File: src/rtl/sme_pkg.sv
// Shared types, character constants and the character compare for the string matcher.
// Build option: SME_NOCASE_EN folds ASCII upper case onto lower case in literal compares.
package sme_pkg;

   typedef enum logic [2:0] {IDLE, RD_STR, RD_PAT, SCAN, OUT} sme_state_t;

   localparam logic [7:0] CH_CARET  = 8'h5E;
   localparam logic [7:0] CH_DOLLAR = 8'h24;
   localparam logic [7:0] CH_DOT    = 8'h2E;
   localparam logic [7:0] CH_SPACE  = 8'h20;

   // Characters are zero-extended to this width before comparison.
   localparam int CMP_W = 32;

   function automatic logic char_eq(input logic [CMP_W-1:0] a, input logic [CMP_W-1:0] b);
`ifdef SME_NOCASE_EN
      logic [CMP_W-1:0] fa;
      logic [CMP_W-1:0] fb;
      fa = a;
      fb = b;
      if (a >= 32'h41 && a <= 32'h5A) fa = a | 32'h20;
      if (b >= 32'h41 && b <= 32'h5A) fb = b | 32'h20;
      return fa == fb;
`else
      return a == b;
`endif
   endfunction

endpackage

File: src/rtl/sme_cand_cmp.sv
// Combinational test of one candidate start position: body lanes in parallel plus
// the word-start and word-end anchor checks. Honours SME_NOCASE_EN through char_eq.
module sme_cand_cmp
   import sme_pkg::*;
#(
   parameter int STR_MAX = 32,
   parameter int PAT_MAX = 8,
   parameter int CHAR_W  = 8,
   parameter int IDX_W   = $clog2(STR_MAX),
   parameter int SLW     = $clog2(STR_MAX + 1),
   parameter int PLW     = $clog2(PAT_MAX + 1)
) (
   input  logic [PAT_MAX+1:0][CHAR_W-1:0] win,
   input  logic [PAT_MAX-1:0][CHAR_W-1:0] body,
   input  logic [PLW-1:0]                 b,
   input  logic [SLW-1:0]                 str_len,
   input  logic [IDX_W-1:0]               i,
   input  logic                           anchor_s,
   input  logic                           anchor_e,
   output logic                           hit
);

   logic [PAT_MAX-1:0] lane_ok;
   logic [CHAR_W-1:0]  end_ch;
   logic               fit;
   logic               at_end;
   logic               start_ok;
   logic               end_ok;

   // win[0] is str[i-1]; win[k+1] is str[i+k]. Lanes past the body length always pass.
   always_comb begin
      end_ch = '0;
      for (int k = 0; k <= PAT_MAX; k++) begin
         if (k == int'(b)) end_ch = win[k+1];
      end
      for (int j = 0; j < PAT_MAX; j++) begin
         lane_ok[j] = (j >= int'(b)) || (body[j] == CHAR_W'(CH_DOT)) ||
                      char_eq(CMP_W'(body[j]), CMP_W'(win[j+1]));
      end
      fit      = (int'(i) + int'(b)) <= int'(str_len);
      at_end   = (int'(i) + int'(b)) == int'(str_len);
      start_ok = !anchor_s || (i == '0) || (win[0] == CHAR_W'(CH_SPACE));
      end_ok   = !anchor_e || at_end || (end_ch == CHAR_W'(CH_SPACE));
      hit      = fit && (&lane_ok) && start_ok && end_ok;
   end

endmodule

File: src/rtl/sme_param.sv
// Parametrised string-matching engine: loads a string and patterns, then scans one
// candidate start per cycle and reports the first hit. Build option: SME_NOCASE_EN.
module sme_param
   import sme_pkg::*;
#(
   parameter int STR_MAX = 32,
   parameter int PAT_MAX = 8,
   parameter int CHAR_W  = 8,
   parameter int IDX_W   = $clog2(STR_MAX)
) (
   input  logic              clk,
   input  logic              reset,
   input  logic [CHAR_W-1:0] chardata,
   input  logic              isstring,
   input  logic              ispattern,
   output logic              valid,
   output logic              match,
   output logic [IDX_W-1:0]  match_index
);

   localparam int SLW = $clog2(STR_MAX + 1);
   localparam int PLW = $clog2(PAT_MAX + 1);
   localparam int PAW = (PAT_MAX > 1) ? $clog2(PAT_MAX) : 1;

   logic [CHAR_W-1:0] str_q [STR_MAX];
   logic [CHAR_W-1:0] pat_q [PAT_MAX];

   sme_state_t     state_q, state_d;
   logic [SLW-1:0] str_len_q, str_len_d;
   logic [PLW-1:0] pat_len_q, pat_len_d;
   logic [IDX_W-1:0] i_q, i_d;
   logic           res_match_q, res_match_d;
   logic [IDX_W-1:0] res_idx_q, res_idx_d;
   logic           valid_q, valid_d;
   logic           match_q, match_d;
   logic [IDX_W-1:0] idx_q, idx_d;

   logic             str_we, pat_we;
   logic [IDX_W-1:0] str_waddr;
   logic [PAW-1:0]   pat_waddr;

   logic                           anchor_s, anchor_e, hit;
   logic [PLW-1:0]                 b;
   logic [PAT_MAX-1:0][CHAR_W-1:0] body;
   logic [PAT_MAX+1:0][CHAR_W-1:0] win;

   always_comb begin
      anchor_s = (pat_len_q != '0) && (pat_q[0] == CHAR_W'(CH_CARET));
      anchor_e = (pat_len_q != '0) && (pat_q[PAW'(pat_len_q - PLW'(1))] == CHAR_W'(CH_DOLLAR));
      b        = pat_len_q - PLW'(anchor_s) - PLW'(anchor_e);
   end

   // Body is the pattern shifted past a leading caret; window reads outside the string give 0.
   always_comb begin
      for (int j = 0; j < PAT_MAX; j++) begin
         body[j] = '0;
         if (j + int'(anchor_s) < PAT_MAX) body[j] = pat_q[PAW'(j + int'(anchor_s))];
      end
      for (int k = 0; k < PAT_MAX + 2; k++) begin
         win[k] = '0;
         if ((int'(i_q) + k - 1 >= 0) && (int'(i_q) + k - 1 < STR_MAX))
            win[k] = str_q[IDX_W'(int'(i_q) + k - 1)];
      end
   end

   sme_cand_cmp #(
      .STR_MAX (STR_MAX),
      .PAT_MAX (PAT_MAX),
      .CHAR_W  (CHAR_W),
      .IDX_W   (IDX_W),
      .SLW     (SLW),
      .PLW     (PLW)
   ) u_cand_cmp (
      .win      (win),
      .body     (body),
      .b        (b),
      .str_len  (str_len_q),
      .i        (i_q),
      .anchor_s (anchor_s),
      .anchor_e (anchor_e),
      .hit      (hit)
   );

   always_comb begin
      state_d     = state_q;
      str_len_d   = str_len_q;
      pat_len_d   = pat_len_q;
      i_d         = i_q;
      res_match_d = res_match_q;
      res_idx_d   = res_idx_q;
      valid_d     = 1'b0;
      match_d     = 1'b0;
      idx_d       = '0;
      str_we      = 1'b0;
      str_waddr   = '0;
      pat_we      = 1'b0;
      pat_waddr   = '0;
      case (state_q)
         IDLE, RD_PAT: begin
            if (isstring) begin
               str_we    = 1'b1;
               str_len_d = SLW'(1);
               state_d   = RD_STR;
            end else if (ispattern && state_q == IDLE) begin
               pat_we    = 1'b1;
               pat_len_d = PLW'(1);
               state_d   = RD_PAT;
            end else if (ispattern) begin
               if (pat_len_q < PLW'(PAT_MAX)) begin
                  pat_we    = 1'b1;
                  pat_waddr = PAW'(pat_len_q);
                  pat_len_d = pat_len_q + PLW'(1);
               end
            end else if (state_q == RD_PAT) begin
               i_d     = '0;
               state_d = SCAN;
            end
         end
         RD_STR: begin
            if (isstring) begin
               if (str_len_q < SLW'(STR_MAX)) begin
                  str_we    = 1'b1;
                  str_waddr = IDX_W'(str_len_q);
                  str_len_d = str_len_q + SLW'(1);
               end
            end else if (ispattern) begin
               pat_we    = 1'b1;
               pat_len_d = PLW'(1);
               state_d   = RD_PAT;
            end
         end
         SCAN: begin
            if (str_len_q == '0) begin
               res_match_d = 1'b0;
               res_idx_d   = '0;
               state_d     = OUT;
            end else if (hit) begin
               res_match_d = 1'b1;
               res_idx_d   = i_q;
               state_d     = OUT;
            end else if (SLW'(i_q) == str_len_q - SLW'(1)) begin
               res_match_d = 1'b0;
               res_idx_d   = '0;
               state_d     = OUT;
            end else begin
               i_d = i_q + IDX_W'(1);
            end
         end
         OUT: begin
            valid_d = 1'b1;
            match_d = res_match_q;
            idx_d   = res_match_q ? res_idx_q : '0;
            state_d = IDLE;
         end
         default: state_d = IDLE;
      endcase
   end

   always_ff @(posedge clk) begin
      if (!reset) begin
         state_q     <= IDLE;
         str_len_q   <= '0;
         pat_len_q   <= '0;
         i_q         <= '0;
         res_match_q <= 1'b0;
         res_idx_q   <= '0;
         valid_q     <= 1'b0;
         match_q     <= 1'b0;
         idx_q       <= '0;
      end else begin
         state_q     <= state_d;
         str_len_q   <= str_len_d;
         pat_len_q   <= pat_len_d;
         i_q         <= i_d;
         res_match_q <= res_match_d;
         res_idx_q   <= res_idx_d;
         valid_q     <= valid_d;
         match_q     <= match_d;
         idx_q       <= idx_d;
      end
   end

   // Character storage carries no reset; lengths alone decide what is live.
   always_ff @(posedge clk) begin
      if (str_we) str_q[str_waddr] <= chardata;
      if (pat_we) pat_q[pat_waddr] <= chardata;
   end

   assign valid       = valid_q;
   assign match       = match_q;
   assign match_index = idx_q;

endmodule

File: config.mk
export PLATFORM = sky130hd
export DESIGN_NAME = sme_param
export DESIGN_NICKNAME = d
export VERILOG_FILES = /design/src/rtl/sme_pkg.sv /design/src/rtl/sme_cand_cmp.sv /design/src/rtl/sme_param.sv
export SDC_FILE = /design/constraint.sdc
export NUM_CORES = 1
export LEC_CHECK = 0
export ABC_AREA = 1
export BUFFER_PORTS_ARGS = -buffer_cell sky130_fd_sc_hd__buf_4
export CAP_MARGIN = 20
export CORE_AREA = 4 4 302 304
export DETAILED_ROUTE_END_ITERATION = 16
export DIE_AREA = 0 0 306 308
export PLACE_DENSITY = 0.54
export SKIP_CTS_REPAIR_TIMING = 1
export SLEW_MARGIN = 5
export SYNTH_ARGS = -nofsm -noshare
export SYNTH_HDL_FRONTEND = slang
export SYNTH_HIERARCHICAL = 1
export SYNTH_SLANG_ARGS = --single-unit
File: constraint.sdc
create_clock -name clk -period 6.8 [get_ports clk]
set_clock_uncertainty 0.05 [all_clocks]
set_input_delay 0.68 -clock clk [delete_from_list [all_inputs] [get_ports clk]]
set_output_delay 0.68 -clock clk [all_outputs]
set_load 0.03 [all_outputs]
==> metrics <==
Slew Limit Fails=0; Post-synth ARST share=0%; setup violators final=0; Logic pwr share=67.7%; Post-Layout Cell Count=4892; total of max-cap violations=0; gr ovfl total=0; Synth Flop Type=edfxtp_1; Critical Path AT=6.07 ns; num ports=19; Most Frequent Cell on Critical Path=inv_1; placer congestion estimate=1.02; Crit path largest cell delay=0.61 ns; Crit Path Category=register to register; Routed WL=118000 um; H-Tree Depth=2; Startpoint Class=register; via total after detailed routing=26600; initial antenna violation count=5; worst hold path class=input port to register; RSZ-0062 raised after global routing=no; Leak Pwr=12.0 nW; All-Layer GR Usage=24.0%; Synth Register Bits=351; number of enable flip-flop cells after synthesis=320; CTS root buffer=clkbuf_16; placed insts=4818; post-layout util=32.4%; first-pass GRT wire length=167000 um; Syn Nets=3867; Worst-Skew Late Latency=0.58 ns; status=finished, final reports clean; Fin Setup TNS=0 ns; P_sw=0.00841 W; I/O Buffers=18; Max Fclk=178 MHz; Period minus WS final=5.62 ns; Slowest cell on crit path=dfxtp_1; Via density=5.44; clock-pin slew on the worst setup and hold paths=0.07 ns; HPWL Detailed=88200 um; Cell Area, Synth=26400 um2; row count=109; Final nets=3738; r2r endpoint=res_idx_q[1]; Inserted Clock Buffers=40; initial drt markers=3723; Final Hold Violating Endpoints=0; # DRC=0; antenna-violating nets left=0; Pwr Density=515 nW/um2; sequential share of power=17.1%; starting density of the core=29.9%; Setup crit end kind=register; CTS tree=built; clock sinks=351; VDD IR max=314 uV; CP startpoint=pat_len_q[0]; Avg WL per Cell=24.1 um; Longest Clk Path Bufs=3; Net Sw Frac=57.2%; crit-path max FO=11; Horiz. Die Dim=306 um; Gate Count Post-Synth=3824; CP Data Required Time=7.26 ns; register area share after synthesis=38.7%; proportion of layout cells with a drive suffix above 1=6.36%; vias in the first global route=23300; Worst setup endpoint=res_idx_q[1]; Synth warnings=6; Syn Area/Cell=6.91 um2; R2R depth=30; area delta synth->final=8.16%; Final Cycle Share=82.6%; DIE HEIGHT=308 um; core area=88200 um2; Slew @ Worst Pin=1.14 ns; Relative slew margins=24.3%; internal power=0.00630 W; die area=94200 um2; largest net degree at the start of global routing=133; RR Startpoint=pat_len_q[0]; Clk pwr share=15.2%; Synth cell types=60; flop2flop setup slack=1.18 ns; DRT Pass-1 Iters=8; Fin Hold WS=0.367 ns
-- power by group through the flow --
stage	combinational, W	sequential [W]	clock, W
5_1_grt	0.0105	0.00252	0.00236
6_report	0.00995	0.00252	0.00224
3_5_place_dp	0.00957	0.00256	0
4_1_cts	0.00960	0.00251	0.00228
3_3_place_gp	0.00959	0.00256	0
2_1_floorplan	0.00629	0.00248	0
-- metrics by stage --
step | cell area [um2] | setup slack (ns) | total power [W]
2_1_floorplan | 26400 | 1.85 | 0.00877
3_3_place_gp | 27200 | 1.36 | 0.0121
3_5_place_dp | 27200 | 1.26 | 0.0121
4_1_cts | 28600 | 1.22 | 0.0144
5_1_grt | 28600 | 0.578 | 0.0154
6_report | 28600 | 1.18 | 0.0147
-- final cells by class --
type,instances,area [um2]
Antenna cell,2,5.00
Clock buffer,42,1010
Clock inverter,30,314
Fill cell,9491,59700
Inverter,215,820
Multi-Input combinational cell,3031,14200
Sequential cell,351,10200
Tap cell,1165,1460
Timing Repair Buffer,56,495
-- metal layers --
layer	routed length (um)	up-vias	GRT usage, %
met4	5720	6	9.67
met1	50900	12500	34.4
met3	11300	229	3.71
li1	-	12500	-
met5	45	-	0
met2	50000	1385	36.3
-- cell families (layout without fill, tap and decap cells) --
group	Yosys count	in the layout	synth area share, %
adders and majority gates	31	31	1.53
other	0	2	0
muxes	16	16	0.606
AOI/OAI and AO/OA	618	618	12.5
buffers and inverters	442	343	7.61
DFF	351	351	38.7
xor gates and xnor gates	60	60	2.10
and+or+nand+nor	2306	2306	37.0
-- worst max-delay path: cells and delay by family (launching register included) --
| family | cells | cell delay [ns] |
|---|---|---|
| flops | 1 | 0.61 |
| buf+inv | 8 | 0.98 |
| compound gates | 3 | 0.57 |
| fa+ha+maj | 5 | 1.77 |
| xor+xnor | 1 | 0.10 |
| simple gates | 13 | 1.43 |
-- cells in the final DEF (no fill, tap or decap), drive strengths merged, types with 2 or more instances in the layout --
cell type and instances:
a41oi 2, o21ai 357, nor3b 3, o21bai 3
diode 2, clkinvlp 4, nand3 463, buf 56
inv 218, o21a 8, a21oi 193, mux2i 16
ha 29, edfxtp 320, o31ai 3, and3 6
nand2 1436, o211ai 41, and2 35, or2 70
dfxtp 31, clkbuf 42, clkinv 18, nand4 30
xor2 36, xnor2 24, fa 2, a21boi 2
nor2 210, nor4 28, bufinv 5, nor3 23
-- cell usage after synthesis (all sizes together) (31+ instances only) --
cell / count / share of area, %
nand3: 463 / 8.8
or2: 70 / 1.7
a21oi: 193 / 3.7
o21ai: 357 / 6.8
o211ai: 41 / 1.2
dfxtp: 31 / 2.3
nand2: 1436 / 20
nor2: 210 / 3.1
inv: 214 / 3.1
xor2: 36 / 1.3
and2: 35 / 0.83
edfxtp: 320 / 36
clkbuf: 62 / 0.89
buf: 165 / 3.7
-- how the worst min path moves through the flow --
stage / to / start / cells past startpoint
6_report: i_q[0] / reset / 3
3_5_place_dp: match_index[3] / res_idx_q[3] / 2
2_1_floorplan: match_index[0] / res_idx_q[0] / 2
3_3_place_gp: match_index[3] / res_idx_q[3] / 2
5_1_grt: i_q[1] / reset / 3
4_1_cts: state_q[1] / reset / 3
-- registers in the layout (all words and copies together) (netlist names) --
| register | count |
|---|---|
| valid | 1 |
| res_match_q | 1 |
| i_q | 5 |
| pat_q | 64 |
| pat_len_q | 4 |
| res_idx_q | 5 |
| str_len_q | 6 |
| str_q | 256 |
| match_index | 5 |
| match | 1 |
| state_q | 3 |
(Power assumes the default switching activity.)
